File: src/rtl/cpu_pkg.sv
// Shared CPU definitions: reset/exception vectors, PC type and the
// pre-fetch stage state encoding.
package cpu_pkg;

    typedef logic [31:0] pc_t;

    localparam pc_t RESET_PC   = 32'hBFC0_0000;
    localparam pc_t EXC_VECTOR = 32'hBFC0_0380;

    typedef enum logic {
        RUN     = 1'b0,
        BR_PEND = 1'b1
    } pcg_state_t;

endpackage

File: src/rtl/pc_gen_stage_if.sv
// Fetch-address handshake plus redirect inputs and squash/pending outputs
// of the PC generator. master = pc_gen_stage side.
interface pc_gen_stage_if;
    import cpu_pkg::*;

    logic valid_o;
    pc_t  pc_o;
    logic ready_i;
    logic br_valid_i;
    pc_t  br_ds_pc_i;
    pc_t  br_target_i;
    logic exc_valid_i;
    pc_t  exc_target_i;
    logic drop_o;
    logic br_pend_o;

    modport master (
        output valid_o,
        output pc_o,
        output drop_o,
        output br_pend_o,
        input  ready_i,
        input  br_valid_i,
        input  br_ds_pc_i,
        input  br_target_i,
        input  exc_valid_i,
        input  exc_target_i
    );

    modport slave (
        input  valid_o,
        input  pc_o,
        input  drop_o,
        input  br_pend_o,
        output ready_i,
        output br_valid_i,
        output br_ds_pc_i,
        output br_target_i,
        output exc_valid_i,
        output exc_target_i
    );

endinterface

File: src/rtl/pc_gen_stage.sv
// Pre-fetch stage: owns the fetch PC, offers it over valid/ready and applies
// branch (with MIPS delay slot) and exception redirects.
module pc_gen_stage #(
    parameter cpu_pkg::pc_t RESET_PC = cpu_pkg::RESET_PC
) (
    input  logic                  clk,
    input  logic                  resetn,
    pc_gen_stage_if.master        bus
);
    import cpu_pkg::*;

    pcg_state_t state_q, state_d;
    pc_t        pc_q, pc_d;
    pc_t        last_pc_q, last_pc_d;
    pc_t        tgt_q, tgt_d;
    logic       valid_q, valid_d;
    logic       drop_q, drop_d;

    logic       hs;
    pc_t        ds;

    assign hs = valid_q && bus.ready_i;
    assign ds = bus.br_ds_pc_i;

    always_ff @(posedge clk or negedge resetn) begin
        if (!resetn) begin
            state_q   <= RUN;
            pc_q      <= RESET_PC;
            last_pc_q <= RESET_PC - 32'd4;
            tgt_q     <= '0;
            valid_q   <= 1'b0;
            drop_q    <= 1'b0;
        end else begin
            state_q   <= state_d;
            pc_q      <= pc_d;
            last_pc_q <= last_pc_d;
            tgt_q     <= tgt_d;
            valid_q   <= valid_d;
            drop_q    <= drop_d;
        end
    end

    always_comb begin
        state_d   = state_q;
        pc_d      = pc_q;
        last_pc_d = hs ? pc_q : last_pc_q;
        tgt_d     = tgt_q;
        valid_d   = 1'b1;
        drop_d    = 1'b0;

        if (bus.exc_valid_i) begin
            pc_d    = bus.exc_target_i;
            state_d = RUN;
        end else if (bus.br_valid_i && state_q == RUN) begin
            if (pc_q == ds) begin
                // Delay slot not yet issued: park the target until it goes out.
                if (hs) begin
                    pc_d = bus.br_target_i;
                end else begin
                    tgt_d   = bus.br_target_i;
                    state_d = BR_PEND;
                end
            end else if (pc_q == ds + 32'd4) begin
                pc_d   = bus.br_target_i;
                drop_d = hs;
            end else if (pc_q == ds + 32'd8 && last_pc_q == ds + 32'd4) begin
                pc_d   = bus.br_target_i;
                drop_d = 1'b1;
            end else begin
                pc_d = bus.br_target_i;
            end
        end else if (state_q == BR_PEND) begin
            if (hs) begin
                pc_d    = tgt_q;
                state_d = RUN;
            end
        end else if (hs) begin
            pc_d = pc_q + 32'd4;
        end
    end

    assign bus.valid_o   = valid_q;
    assign bus.pc_o      = pc_q;
    assign bus.drop_o    = drop_q;
    assign bus.br_pend_o = (state_q == BR_PEND);

endmodule
File: src/flat_wrapper.sv
// flat-port wrapper written by rule: the top's interface ports become plain ports
module pc_gen_stage_flat import cpu_pkg::*;
#(
    parameter cpu_pkg::pc_t RESET_PC = cpu_pkg::RESET_PC
)
  (clk, resetn, bus_valid_o, bus_pc_o, bus_drop_o, bus_br_pend_o, bus_ready_i, bus_br_valid_i, bus_br_ds_pc_i, bus_br_target_i, bus_exc_valid_i, bus_exc_target_i);
  pc_gen_stage_if bus_i ();
  input  logic clk;
  input  logic resetn;
  output wire logic [$bits(bus_i.valid_o)-1:0] bus_valid_o;
  output wire logic [$bits(bus_i.pc_o)-1:0] bus_pc_o;
  output wire logic [$bits(bus_i.drop_o)-1:0] bus_drop_o;
  output wire logic [$bits(bus_i.br_pend_o)-1:0] bus_br_pend_o;
  input wire logic [$bits(bus_i.ready_i)-1:0] bus_ready_i;
  input wire logic [$bits(bus_i.br_valid_i)-1:0] bus_br_valid_i;
  input wire logic [$bits(bus_i.br_ds_pc_i)-1:0] bus_br_ds_pc_i;
  input wire logic [$bits(bus_i.br_target_i)-1:0] bus_br_target_i;
  input wire logic [$bits(bus_i.exc_valid_i)-1:0] bus_exc_valid_i;
  input wire logic [$bits(bus_i.exc_target_i)-1:0] bus_exc_target_i;
  assign bus_valid_o = bus_i.valid_o;
  assign bus_pc_o = bus_i.pc_o;
  assign bus_drop_o = bus_i.drop_o;
  assign bus_br_pend_o = bus_i.br_pend_o;
  assign bus_i.ready_i = bus_ready_i;
  assign bus_i.br_valid_i = bus_br_valid_i;
  assign bus_i.br_ds_pc_i = bus_br_ds_pc_i;
  assign bus_i.br_target_i = bus_br_target_i;
  assign bus_i.exc_valid_i = bus_exc_valid_i;
  assign bus_i.exc_target_i = bus_exc_target_i;
  pc_gen_stage #(.RESET_PC(RESET_PC)) u_core (.clk(clk), .resetn(resetn), .bus(bus_i));
endmodule
File: config.mk
export PLATFORM = sky130hd
export DESIGN_NAME = pc_gen_stage_flat
export DESIGN_NICKNAME = d
export VERILOG_FILES = /design/src/rtl/cpu_pkg.sv /design/src/rtl/pc_gen_stage_if.sv /design/src/rtl/pc_gen_stage.sv /design/src/flat_wrapper.sv
export SDC_FILE = /design/constraint.sdc
export NUM_CORES = 1
export LEC_CHECK = 0
export ABC_AREA = 1
export BUFFER_PORTS_ARGS = -buffer_cell sky130_fd_sc_hd__buf_2
export CAP_MARGIN = 30
export CELL_PAD_IN_SITES_DETAIL_PLACEMENT = 0
export CELL_PAD_IN_SITES_GLOBAL_PLACEMENT = 1
export CORE_ASPECT_RATIO = 0.5
export CORE_MARGIN = 3
export CORE_UTILIZATION = 40
export DETAILED_ROUTE_END_ITERATION = 7
export PLACE_DENSITY_LB_ADDON = 0.1
export SLEW_MARGIN = 5
export SYNTH_ARGS = -nofsm -noshare
export SYNTH_HDL_FRONTEND = slang
export SYNTH_SLANG_ARGS = --single-unit
File: constraint.sdc
create_clock -name clk -period 2.61 [get_ports clk]
set_input_delay 0.1305 -clock clk [delete_from_list [all_inputs] [get_ports clk]]
set_output_delay 0.1305 -clock clk [all_outputs]
set_load 0.02 [all_outputs]
Yosys cells after proc, flatten, opt, wreduce, memory -nomap -nowiden
Index checks and enable logic that the tools add are counted.
Widths: inputs -> output; s select.
{"block": "word_totals", "memories": 0, "wordCells": 44, "output_inout_bits": 35, "inputBits": 101, "register_bits": 99, "ramBits": 0, "mem_bits_ro": 0, "latchBits": 0}
{"block": "op_classes", "bitwise": 3, "div": 0, "eq_ne": 7, "muxes": 18, "addsub": 3, "mul": 0, "n_reduce_logical": 7, "order_cmp": 0, "shift": 0}
{"cell": "$mux 32", "count": 7}
{"cell": "$eq 32x32->1", "count": 4}
{"cell": "$add 32x3->32 const B", "count": 2}
{"cell": "$add 32x4->32 const B", "count": 1}
{"cell": "$mux 1", "count": 11}
{"cell": "$ne 3x3->1 const B", "count": 2}
{"cell": "$reduce_and 2->1", "count": 2}
{"cell": "$reduce_and 4->1", "count": 1}
{"cell": "$logic_and 1x1->1", "count": 3}
{"cell": "$ne 3x2->1 const B", "count": 1}
{"cell": "$not 1->1", "count": 3}
{"cell": "$reduce_bool 3->1", "count": 1}

Depth between registers and ports, before layout
Gate-level depths: netlist (run 1).
{"block": "logic_depth", "word_depth": 8, "mapped_depth": 16}

Worst setup path before layout (run 1)
Ideal clock, no wire load.
{"block": "synth_path", "path_type": "register to register", "start": "reg u_core.pc_q[3], in the netlist u_core.bus.pc_o[3]", "end": "reg u_core.pc_q[18], in the netlist u_core.bus.pc_o[18]", "period_less_slack_ns": 2.183, "setup_ns": 0.113, "path_stages_with_launch": 13, "path_slack_ns": 0.427, "t_arrival_ns": 2.070, "path_buffers": 0, "t_required_ns": 2.497, "cell_sequence": "dfrtp_1 > ha_1 > nand2_1 > nor2_1 > nand3_1 > nor3_1 > inv_1 > o21ai_0 > nand3_1 > o211ai_1 > nand4_1 > nand2_1 > inv_1"}
{"block": "synth_between", "elab_chain_cells": 5, "word_cells_on_any_way": 9, "cone_classes": "add/sub (1); eq/ne (2); mux (5); reduce/logical (1)"}
{"element": "start: declaration", "line": "pc_gen_stage.sv:13", "text": "pc_t pc_q, pc_d;"}
{"element": "start signal: assignment", "line": "pc_gen_stage.sv:35", "text": "pc_q <= pc_d;"}
{"element": "$add 32x3->32", "line": "pc_gen_stage.sv:78", "text": "pc_d = pc_q + 32'd4;"}
{"element": "$mux 32", "line": "pc_gen_stage.sv:77", "text": "end else if (hs) begin"}
{"element": "$mux 32", "line": "pc_gen_stage.sv:72", "text": "end else if (state_q == BR_PEND) begin"}
{"element": "$mux 32", "line": "pc_gen_stage.sv:54", "text": "end else if (bus.br_valid_i && state_q == RUN) begin"}
{"element": "$mux 32", "line": "pc_gen_stage.sv:51", "text": "if (bus.exc_valid_i) begin"}
Parallel ways exist; a longest one is shown, timed or not. The select of a mux whose other input is x is not followed.
A chain may end at the register's enable or synchronous reset.

Final worst setup path (run 1)
{"block": "layout_path", "start": "reg u_core.pc_q[7], in the netlist u_core.bus.pc_o[7]", "end": "reg u_core.pc_q[13], in the netlist u_core.bus.pc_o[13]"}
Same word-level chain as after synthesis.

==> metrics.txt, run 1 <==
status complete, no violations; final-report max-slew violation count 0; Yosys warnings 0; FF-to-FF Start u_core.bus.pc_o[7]$_DFFE_PN0P_; Worst Setup End Kind flip-flop; Die Footprint 22,800 um2; CTS root buffer clkbuf_16; Hold Worst Slack 0.0106 ns; PD cells 558 nW/um2; Finish-stage setup viols 0; Post-synth ARST share 100%; Post-Route WL 34,600 um; crit path launch type flip-flop; Post-Syn Instances between 1,000 and 1,500; R2R depth 12; reg2reg end u_core.bus.pc_o[13]$_DFFE_PN0P_; Resized cells post-CTS 0; Layout area overhead 20.1%; commonest non-fill, non-tap cell in the layout nand2_1; Bufs and invs on worst path 1; mapped cell area between 8000 and 9000 um2; most frequent cells in the layout nand2_1 (440), inv_1 (156), nor2_1 (142); Tightest Hold Check Type in -> reg; DRC 0; worst hold endpoint u_core.tgt_q[22]$_DFFE_PN0P_; slowest cell delay on critical path 0.45 ns; crit-path cells buf_4, nand2_1, nor2_1, nand2_1, nor2_1, xor2_1, nand2_1, a21oi_1, o21ai_0, nand2_1, nand2_1, o21ai_2; Vias per Instance 5.39; worst slack, placed -0.0489 ns; worst skew pair latency 0.36 ns; Die Wd 211 um; Least-Margin Pin Slew 0.495 ns; largest net degree at the start of global routing 67; Main synth FF type dfrtp_1; Max VDD drop between 300 and 400 uV; antenna cells 0; Final Cycle Share a little over nine tenths; final worst slack between 0.1 and 0.15 ns; row count 36; Final Instance Count excl. Fillers 1,772; clock slew at reported path FFs 0.07 ns; final hold violations 0; Leak 0.00508 uW; WHS Path Cells 3; Final Critical Period 2.47 ns; Ports 136; first-pass GRT wire length 52,300 um; fraction of layout cells with a size suffix above 1 19.3%; CP Max Fanout 8; reg-to-reg setup timing slack 0.14 ns; Syn Nets about 1,400; Critical Path RT 2.90 ns; RSZ-0062 raised after global routing false; Worst slew margin 66.7%; antenna violations before repair 0; number of synthesized flops with an enable pin 0; CTS tree done; hpwl dp 28,600 um; fin nets 1,605; number of CTS-inserted buffers 9; CP Class reg -> reg; Hold Crit Start bus_br_target_i[22]; starting density of the core 41.9%; arrival time at the worst endpoint 2.75 ns; Cells after DPL 1,755; remaining antenna violation count 0; fillcell total 2,124; # H-tree levels 3; Crit-path slowest cell dfrtp_1; Overflow after GRT 0; area of the core 20,000 um2; crit-path most repeated cell nand2_1; Fmax 405 MHz; RePlAce Congestion 0.953; number of buffers added on ports between 100 and 150; CTS Buffer Depth 2; Die Ht 108 um; number of global-route vias before repair ~8,600; FF+latch count, synth 99; Synth cell types 50; Avg Cell Area, Syn 6.29 um2; wire length per cell roughly 20 um; Top delay family on crit path simple AND/OR/NAND/NOR gates; 1st-iter DRT viols 1,044; CTS sink cnt 99; sequential share of the synthesized area 30.1%; max-cap violations 0; Vias 9,554; Layout Skew a little over 0.009 ns; total global-route track usage 30.5%; DRT Pass-1 Iters 5
==> routing by layer <==
| layer | share of wire, % | global-route usage, % |
|---|---|---|
| met2 | 37 | 39.9 |
| met1 | 53 | 51.5 |
| met5 | 0 | 0 |
| met3 | 9.0 | 5.04 |
| met4 | 0.80 | 3.82 |
==> logic make-up (layout without fill, tap and decap cells) <==
| family | count (synthesis) | count (layout) | synth area share, % |
|---|---|---|---|
| buffers and inverters | 204 | 378 | 9.79 |
| DFF | 99 | 99 | 30.1 |
| xor gates and xnor gates | 77 | 77 | 8.05 |
| adders and majority gates | 3 | 3 | 0.448 |
| muxes | 1 | 1 | 0.134 |
| other | 1 | 1 | 0.0447 |
| AOI/OAI and AO/OA | 181 | 181 | 12.6 |
| and+or+nand+nor | 766 | 766 | 38.9 |
==> worst register-to-register path, stage by stage (launching register included) <==
cell and delay (ns):
dfrtp_1 0.45, buf_4 0.24, nand2_1 0.09, nor2_1 0.30, nand2_1 0.11, nor2_1 0.32, xor2_1 0.26, nand2_1 0.11
a21oi_1 0.13, o21ai_0 0.08, nand2_1 0.10, nand2_1 0.11, o21ai_2 0.09
==> how the worst max path moves through the flow <==
stage	start	slack, ns	cells past startpoint	endpoint
global route	u_core.bus.pc_o[15]$_DFFE_PN0P_	0.02	12	u_core.bus.pc_o[24]$_DFFE_PN1P_
finish	u_core.bus.pc_o[7]$_DFFE_PN0P_	0.14	12	u_core.bus.pc_o[13]$_DFFE_PN0P_
global placement	bus_br_ds_pc_i[2]	-0.05	17	u_core.bus.drop_o$_DFF_PN0_
floorplan	u_core.bus.pc_o[3]$_DFFE_PN0P_	0.43	12	u_core.bus.pc_o[18]$_DFFE_PN0P_
detailed placement	bus_br_ds_pc_i[2]	-0.05	17	u_core.bus.drop_o$_DFF_PN0_
CTS	u_core.bus.pc_o[28]$_DFFE_PN1P_	0.22	10	u_core.tgt_q[25]$_DFFE_PN0P_
==> synthesized netlist by cell type (all sizes together), types with 3 or more instances <==
cell type	number	area share, %
a21oi	14	0.84
a221oi	3	0.31
a22oi	17	1.5
buf	20	1.5
clkbuf	23	1.0
dfrtp	62	19
dfstp	37	12
ha	3	0.45
inv	159	7.1
nand2	447	20
nand3	95	5.7
nand3b	4	0.36
nand4	34	2.6
nor2	155	7.6
nor3	17	1.1
nor4	6	0.63
o211ai	9	0.81
o21ai	122	7.6
o21bai	5	0.45
or2	4	0.30
xnor2	26	2.7
xor2	51	5.3
==> final cells by class <==
cell class | instances | area (um2) | share of cell area, %
multi-input combinational | 1029 | 5040 | 50.0
clock buffer | 14 | 308 | 3.06
timing repair buffer | 201 | 1230 | 12.2
clock inverter | 2 | 35.0 | 0.348
inverter | 161 | 604 | 6.00
tap | 266 | 333 | 3.31
sequential | 99 | 2520 | 25.1
==> repair_timing <==
item                       CTS  global route
hold endpoints to repair    31             0
setup buffers                0             0
hold buffers                 1             0
setup endpoints to repair    0             0
==> metrics by stage <==
stage	setup TNS, ns	total power, uW	utilization [%]	cell area [um2]
final	0	5620	50.3	10100
after global placement	-0.0486	4060	48.6	9720
after detailed placement	-0.0489	4060	48.6	9720
after floorplan	0	3150	-	8380
after CTS	0	5580	50.3	10100
after global routing	0	5910	50.3	10100
==> registers in the layout, indices dropped and copies added, names as in the netlist <==
register and count:
u_core.bus.valid_o 1, u_core.bus.drop_o 1, u_core.bus.pc_o 32, u_core.tgt_q 32, u_core.last_pc_q 32, u_core.bus.br_pend_o 1
==> where the power goes <==
| part | internal (uW) | switching, uW | total [uW] |
|---|---|---|---|
| Clock | 917 | 595 | 1510 |
| Combinational | 709 | 1330 | 2040 |
| Sequential | 1790 | 280 | 2070 |
No activity file was read; power rests on OpenSTA's default activity.
==> inputs of run 2 (changes only) <==
- PLACE_DENSITY: unset -> 0.78
- PLACE_DENSITY_LB_ADDON: 0.1 -> unset
==> run 2 against run 1 <==
Effect of this change:
- core utilization rose by 0.16 points
- critical endpoint is now u_core.tgt_q[12]$_DFFE_PN0P_
- highest routed layer unchanged
- sequential power barely moved
- critical path depth fell by 2
- die area did not move
- maximum frequency fell by 1.1%
- first-iteration DRC count rose by 2.1%
- global-route usage rose by 0.073 points
- largest cell class unchanged
- worst hold slack improved by 0.0089 ns
- largest power group unchanged
- power fell by 1.7%
==> metrics.txt, run 2 (synthesized netlist as in run 1, its figures left out) <==
R2R depth 10; Die Wd approximately 210 um; CP Max Fanout 29; DRT Pass-1 Iters 6; Worst slew margin 64.0%; clock group share of total power 25.0%; Final Cycle Share between 90% and 100%; Die Footprint approximately 23,000 um2; worst skew pair latency 0.35 ns; FF-to-FF Start u_core.bus.pc_o[20]$_DFFE_PN0P_; RePlAce Congestion 0.988; sw power 2220 uW; DRC 0; CTS root buffer clkbuf_16; number of CTS-inserted buffers 9; Worst Setup End Kind flip-flop; total global-route track usage 30.6%; first-pass GRT wire length around 52,000 um; reg2reg end u_core.tgt_q[12]$_DFFE_PN0P_; reg-to-reg setup timing slack 0.12 ns; Critical Path RT 2.84 ns; Fmax 401 MHz; fin nets 1,609; Leak 0.00509 uW; RSZ-0062 raised after global routing true; commonest non-fill, non-tap cell in the layout nand2_1; # H-tree levels 3; WHS Path Cells 3; status complete, no violations; CTS Buffer Depth 2; Hold Crit Start bus_br_target_i[16]; antenna violations before repair 0; wire length per cell 19.6 um; Vias 9,510; max-cap violations 0; largest net degree at the start of global routing 65; 1st-iter DRT viols around 1,100; Reg power frac 37.6%; crit path launch type flip-flop; arrival time at the worst endpoint 2.72 ns; fraction of layout cells with a size suffix above 1 20.2%; Overflow after GRT 0; starting density of the core between 40% and 50%; fillcell total 2,116; CP Class reg -> reg; area of the core 20,000 um2; Finish-stage setup viols 0; Die Ht 108 um; final design utilization slightly above 50%; Layout area overhead 20.5%; number of buffers added on ports 135; antenna cells 0; worst hold endpoint u_core.tgt_q[16]$_DFFE_PN0P_; final hold violations 0; Post-Route WL 34,800 um; switching portion of total power 40.3%; hpwl dp 28,800 um; Comb power frac 37.3%; CTS sink cnt 99; clock slew at reported path FFs 0.07 ns; cell-internal power 3300 uW; Max VDD drop between 400 and 500 uV; number of global-route vias before repair 8,666; CTS tree done; PD cells 546 nW/um2; final-report max-slew violation count 0; Final Critical Period 2.49 ns; Ports 136; Vias per Instance 5.35; most frequent cells in the layout nand2_1 (440), inv_1 (156), nor2_1 (140); Tightest Hold Check Type in -> reg; Least-Margin Pin Slew 0.538 ns; total power 5520 uW; row count 36; Layout Skew 0.00753 ns; remaining antenna violation count 0
run 2: final cells by class:
cell class                 instances  area, um2  area share [%]
timing repair buffer             205       1260            12.4
sequential                        99       2530            25.0
clock buffer                      13        293            2.90
clock inverter                     3       17.5           0.173
multi-input combinational       1029       5070            50.2
inverter                         161        604            5.98
tap                              266        333            3.29
run 2: worst max path at each step:
stage / depth (start not counted) / endpoint / startpoint
floorplan: 12 / u_core.bus.pc_o[18]$_DFFE_PN0P_ / u_core.bus.pc_o[3]$_DFFE_PN0P_
global placement: 17 / u_core.bus.drop_o$_DFF_PN0_ / bus_br_ds_pc_i[2]
detailed placement: 17 / u_core.bus.drop_o$_DFF_PN0_ / bus_br_ds_pc_i[2]
CTS: 11 / u_core.bus.pc_o[12]$_DFFE_PN0P_ / u_core.bus.pc_o[2]$_DFFE_PN0P_
global route: 13 / u_core.bus.pc_o[18]$_DFFE_PN0P_ / u_core.bus.pc_o[2]$_DFFE_PN0P_
finish: 10 / u_core.tgt_q[12]$_DFFE_PN0P_ / u_core.bus.pc_o[20]$_DFFE_PN0P_
run 2: routing by layer:
layer / track usage [%] / part of all wire (%) / up-vias
li1: - / - / 4611
met1: 50.9 / 52 / 4469
met2: 40.9 / 38 / 412
met3: 4.93 / 9.1 / 18
met4: 4.25 / 0.81 / 0
met5: 0 / 0 / -
run 2: worst max-delay path, cell delays in order, from the launching register on:
cell     delay, ns
dfrtp_1       0.53
xor2_1        0.27
nor2_1        0.24
nand4_1       0.16
nor2_1        0.29
buf_4         0.19
and2_1        0.19
nand3_2       0.15
buf_12        0.20
nand2_1       0.06
o21ai_0       0.08
run 2: power groups by stage:
stage          logic (uW)  clock network [uW]  registers, uW
3_3_place_gp         1980                   0           2080
4_1_cts              2000                1410           2060
5_1_grt              2260                1460           2090
6_report             2060                1380           2080
3_5_place_dp         1990                   0           2090
2_1_floorplan        1080                   0           2070
run 2: per-stage QoR:
| stage | area [um2] | TNS (ns) | std cells | hold WS (ns) | setup WS, ns |
|---|---|---|---|---|---|
| after floorplan | 8380 | 0 | 1332 | -0.165 | 0.427 |
| after global placement | 9730 | -0.106 | 1757 | 0.0926 | -0.106 |
| after detailed placement | 9730 | -0.0876 | 1757 | 0.0974 | -0.0506 |
| after CTS | 10100 | 0 | 1774 | 0.00895 | 0.0200 |
| after global routing | 10100 | -0.0469 | 1776 | 0.0259 | -0.0469 |
| final | 10100 | 0 | 1776 | 0.0195 | 0.117 |
run 2: repair_timing:
action,CTS,global route
hold buffers,1,0
endpoints found under the setup margin,3,28
resized for setup,1,10
buffers inserted,0,2
endpoints found under the hold margin,29,0
gates cloned,0,0
==> inputs of run 3 (changes only) <==
- ABC_AREA: 1 -> unset
- CORE_UTILIZATION: 40 -> 43
- SLEW_MARGIN: 5 -> 20
==> run 3 against run 2 <==
Effect of this change:
- synthesized cell count down 31%
- core utilization up 5.5 points
- final cell count down 24%
- combinational power down 9%
- area after synthesis down 5.2%
- clock power up 4%
- the flow now finishes with violations (DRC)
- power down 3.0%
- register-to-register slack worse by 0.02 ns
- sequential share of layout area up 0.37 points
- first-iteration DRC count down 34%
- sequential power about the same
- clock-buffer cell count down 2
==> metrics.txt, run 3 <==
FF+latch count, synth just under 100; Ports 136; Final Critical Period about 2.5 ns; Least-Margin Pin Slew 0.702 ns; Syn Nets 1,022; wire length per cell 23.0 um; mapped cell area 7950 um2; largest net degree at the start of global routing 56; Max VDD drop 339 uV; most frequent cells in the layout buf_2 (134), buf_4 (119), nand2_1 (74); CTS root buffer clkbuf_16; number of synthesized flops with an enable pin 0; RePlAce Congestion slightly below 1; Cell Area, Placed about 9600 um2; status complete, but fails checks; Hold Worst Slack approximately 0.014 ns; Die Footprint 20,200 um2; crit path launch type flip-flop; Post-Route WL 31,100 um; Overflow after GRT 0; number of buffers added on ports 135; Post-synth ARST share 100%; CTS sink cnt 99; final-report max-slew violation count 0; total global-route track usage 31.0%; Main synth FF type dfrtp_1; antenna cells 0; PD cells 539 nW/um2; cell-internal power 3380 uW; RSZ-0062 raised after global routing false; 1st-iter DRT viols 708; area of the core 17,700 um2; Die Wd 198 um; Synth cell types 70; Synth area leaders dfrtp_1 (20%), dfstp_2 (12%), mux2_2 (10%); Layout Skew 0.0106 ns; total negative slack 0 ns; arrival time at the worst endpoint 2.75 ns; number of global-route vias before repair 7,519; Worst Setup End Kind flip-flop; Comb power frac 35.0%; R2R depth 7; fraction of layout cells with a size suffix above 1 35.9%; post-CTS setup buffer count 0; final hold violations 0; crit-path cells xnor2_1, nand4_1, nor4_1, nand4_1, nor2_2, buf_12, mux2_2; Vias 7,983; Crit-path slowest cell dfstp_2; remaining antenna violation count 0; reg-to-reg setup timing slack ~0.1 ns; CTS Buffer Depth 2; Tightest Hold Check Type in -> reg; commonest non-fill, non-tap cell in the layout buf_2; fin nets around 1,200; most common cell in the synthesized netlist nand2_1; switching portion of total power 36.8%; max-cap violations 0; worst slack, placed 0.0460 ns; CP Class reg -> reg; hpwl dp 24,900 um; FF-to-FF Start u_core.bus.pc_o[25]$_DFFE_PN1P_; Vias per Instance 5.89; Worst slew margin 52.8%; Avg Cell Area, Syn just under 9 um2; Final Cycle Share 96.2%; starting density of the core 44.8%; Design Area, Final 9940 um2; number of CTS-inserted buffers 9; dominant cell type by area after synthesis dfrtp_1; Leak 0.00425 uW; Fmax 398 MHz; Post-synth top cells nand2_1 (74), mux2_2 (71), xnor2_1 (71); DRC 8; reg2reg end u_core.tgt_q[10]$_DFFE_PN0P_; slowest cell delay on critical path 0.66 ns; Critical Path RT ~2.9 ns; CP endpoint u_core.tgt_q[10]$_DFFE_PN0P_; worst skew pair latency 0.36 ns; clock slew at reported path FFs approximately 0.080 ns; DRT Pass-1 Iters 8; Yosys warnings 0; clock group share of total power 26.7%; Die Ht about 100 um; CTS tree done; Finish-stage setup viols 0; crit path launch u_core.bus.pc_o[25]$_DFFE_PN1P_; Synth top area share 19.5%; Reg power frac 38.3%; final worst slack approximately 0.10 ns; # H-tree levels 3; antenna violations before repair 0; sequential share of the synthesized area 31.8%; failing checks DRC; Post-Syn Instances just over 900; first-pass GRT wire length 46,900 um; sw power 1970 uW; CP Max Fanout 29; row count 34; crit-path most repeated cell nand4_1; Layout area overhead 25.1%
run 3: cell count changes after synthesis, moves of 12 or more:
cell,change
o21ai_0,-47
nor2_1,-76
clkbuf_1,+23
mux2_2,+70
nand2_1,-367
nand3_1,-64
xnor2_1,+45
inv_1,-143
a21oi_1,+36
nor3_1,+12
and3_1,+18
run 3: worst max-delay path: cells and delay by family (launching register included):
family	cells	cell delay, ns
xor gates and xnor gates	1	0.22
muxes	1	0.36
DFF	1	0.66
and+or+nand+nor	4	0.91
buffers and inverters	1	0.24
run 3: per-layer routing:
metal / GRT usage (%) / part of all wire (%)
met5: 0 / 0
met4: 4.67 / 0.88
met3: 7.87 / 9.8
met2: 42.9 / 40
met1: 48.9 / 50
run 3: cell type report:
cell class                 count  area [um2]
clock buffer                  11         233
inverter                      15        56.3
fill                        1671        7800
multi-input combinational    733        5110
sequential                    99        2520
tap                          234         293
timing repair buffer         258        1650
clock inverter                 5        72.6
run 3: worst min-delay path by stage:
stage | slack, ns | start | depth (start not counted) | endpoint
2_1_floorplan | -0.17 | resetn | 0 | u_core.bus.br_pend_o$_DFFE_PN0P_
3_3_place_gp | 0.04 | resetn | 1 | u_core.bus.drop_o$_DFF_PN0_
3_5_place_dp | 0.05 | resetn | 1 | u_core.bus.drop_o$_DFF_PN0_
4_1_cts | 0.006 | bus_br_target_i[26] | 3 | u_core.tgt_q[26]$_DFFE_PN0P_
5_1_grt | 0.01 | bus_br_target_i[26] | 3 | u_core.tgt_q[26]$_DFFE_PN0P_
6_report | 0.01 | bus_br_target_i[26] | 3 | u_core.tgt_q[26]$_DFFE_PN0P_
run 3: cell families (layout without fill, tap and decap cells):
family	Yosys count	in the layout	synth area share, %
simple gates	319	319	21.3
compound gates	206	206	16.8
xor+xnor	123	123	13.6
flops	99	99	31.8
buf+inv	86	289	4.71
mux	81	81	11.3
fa+ha+maj	3	3	0.472
other cells	1	1	0.0472
run 3: stage by stage:
step | utilization [%] | total power (uW) | instances
finish | 56.0 | 5350 | 1355
global route | 56.0 | 5610 | 1355
CTS | 55.8 | 5330 | 1355
detailed placement | 54.0 | 3890 | 1338
global placement | 54.0 | 3880 | 1338
floorplan | - | 3040 | 918
run 3: repair_timing:
action	4_1_cts	5_1_grt
hold endpoints to repair	15	0
hold buffers	1	0
gates resized for setup	0	8
setup endpoints to repair	0	44
run 3: power groups by stage:
| stage | combinational [uW] | clock (uW) | sequential, uW |
|---|---|---|---|
| after floorplan | 996 | 0 | 2050 |
| after global placement | 1830 | 0 | 2050 |
| after detailed placement | 1830 | 0 | 2060 |
| after CTS | 1840 | 1460 | 2030 |
| after global routing | 2010 | 1530 | 2070 |
| final | 1870 | 1430 | 2050 |
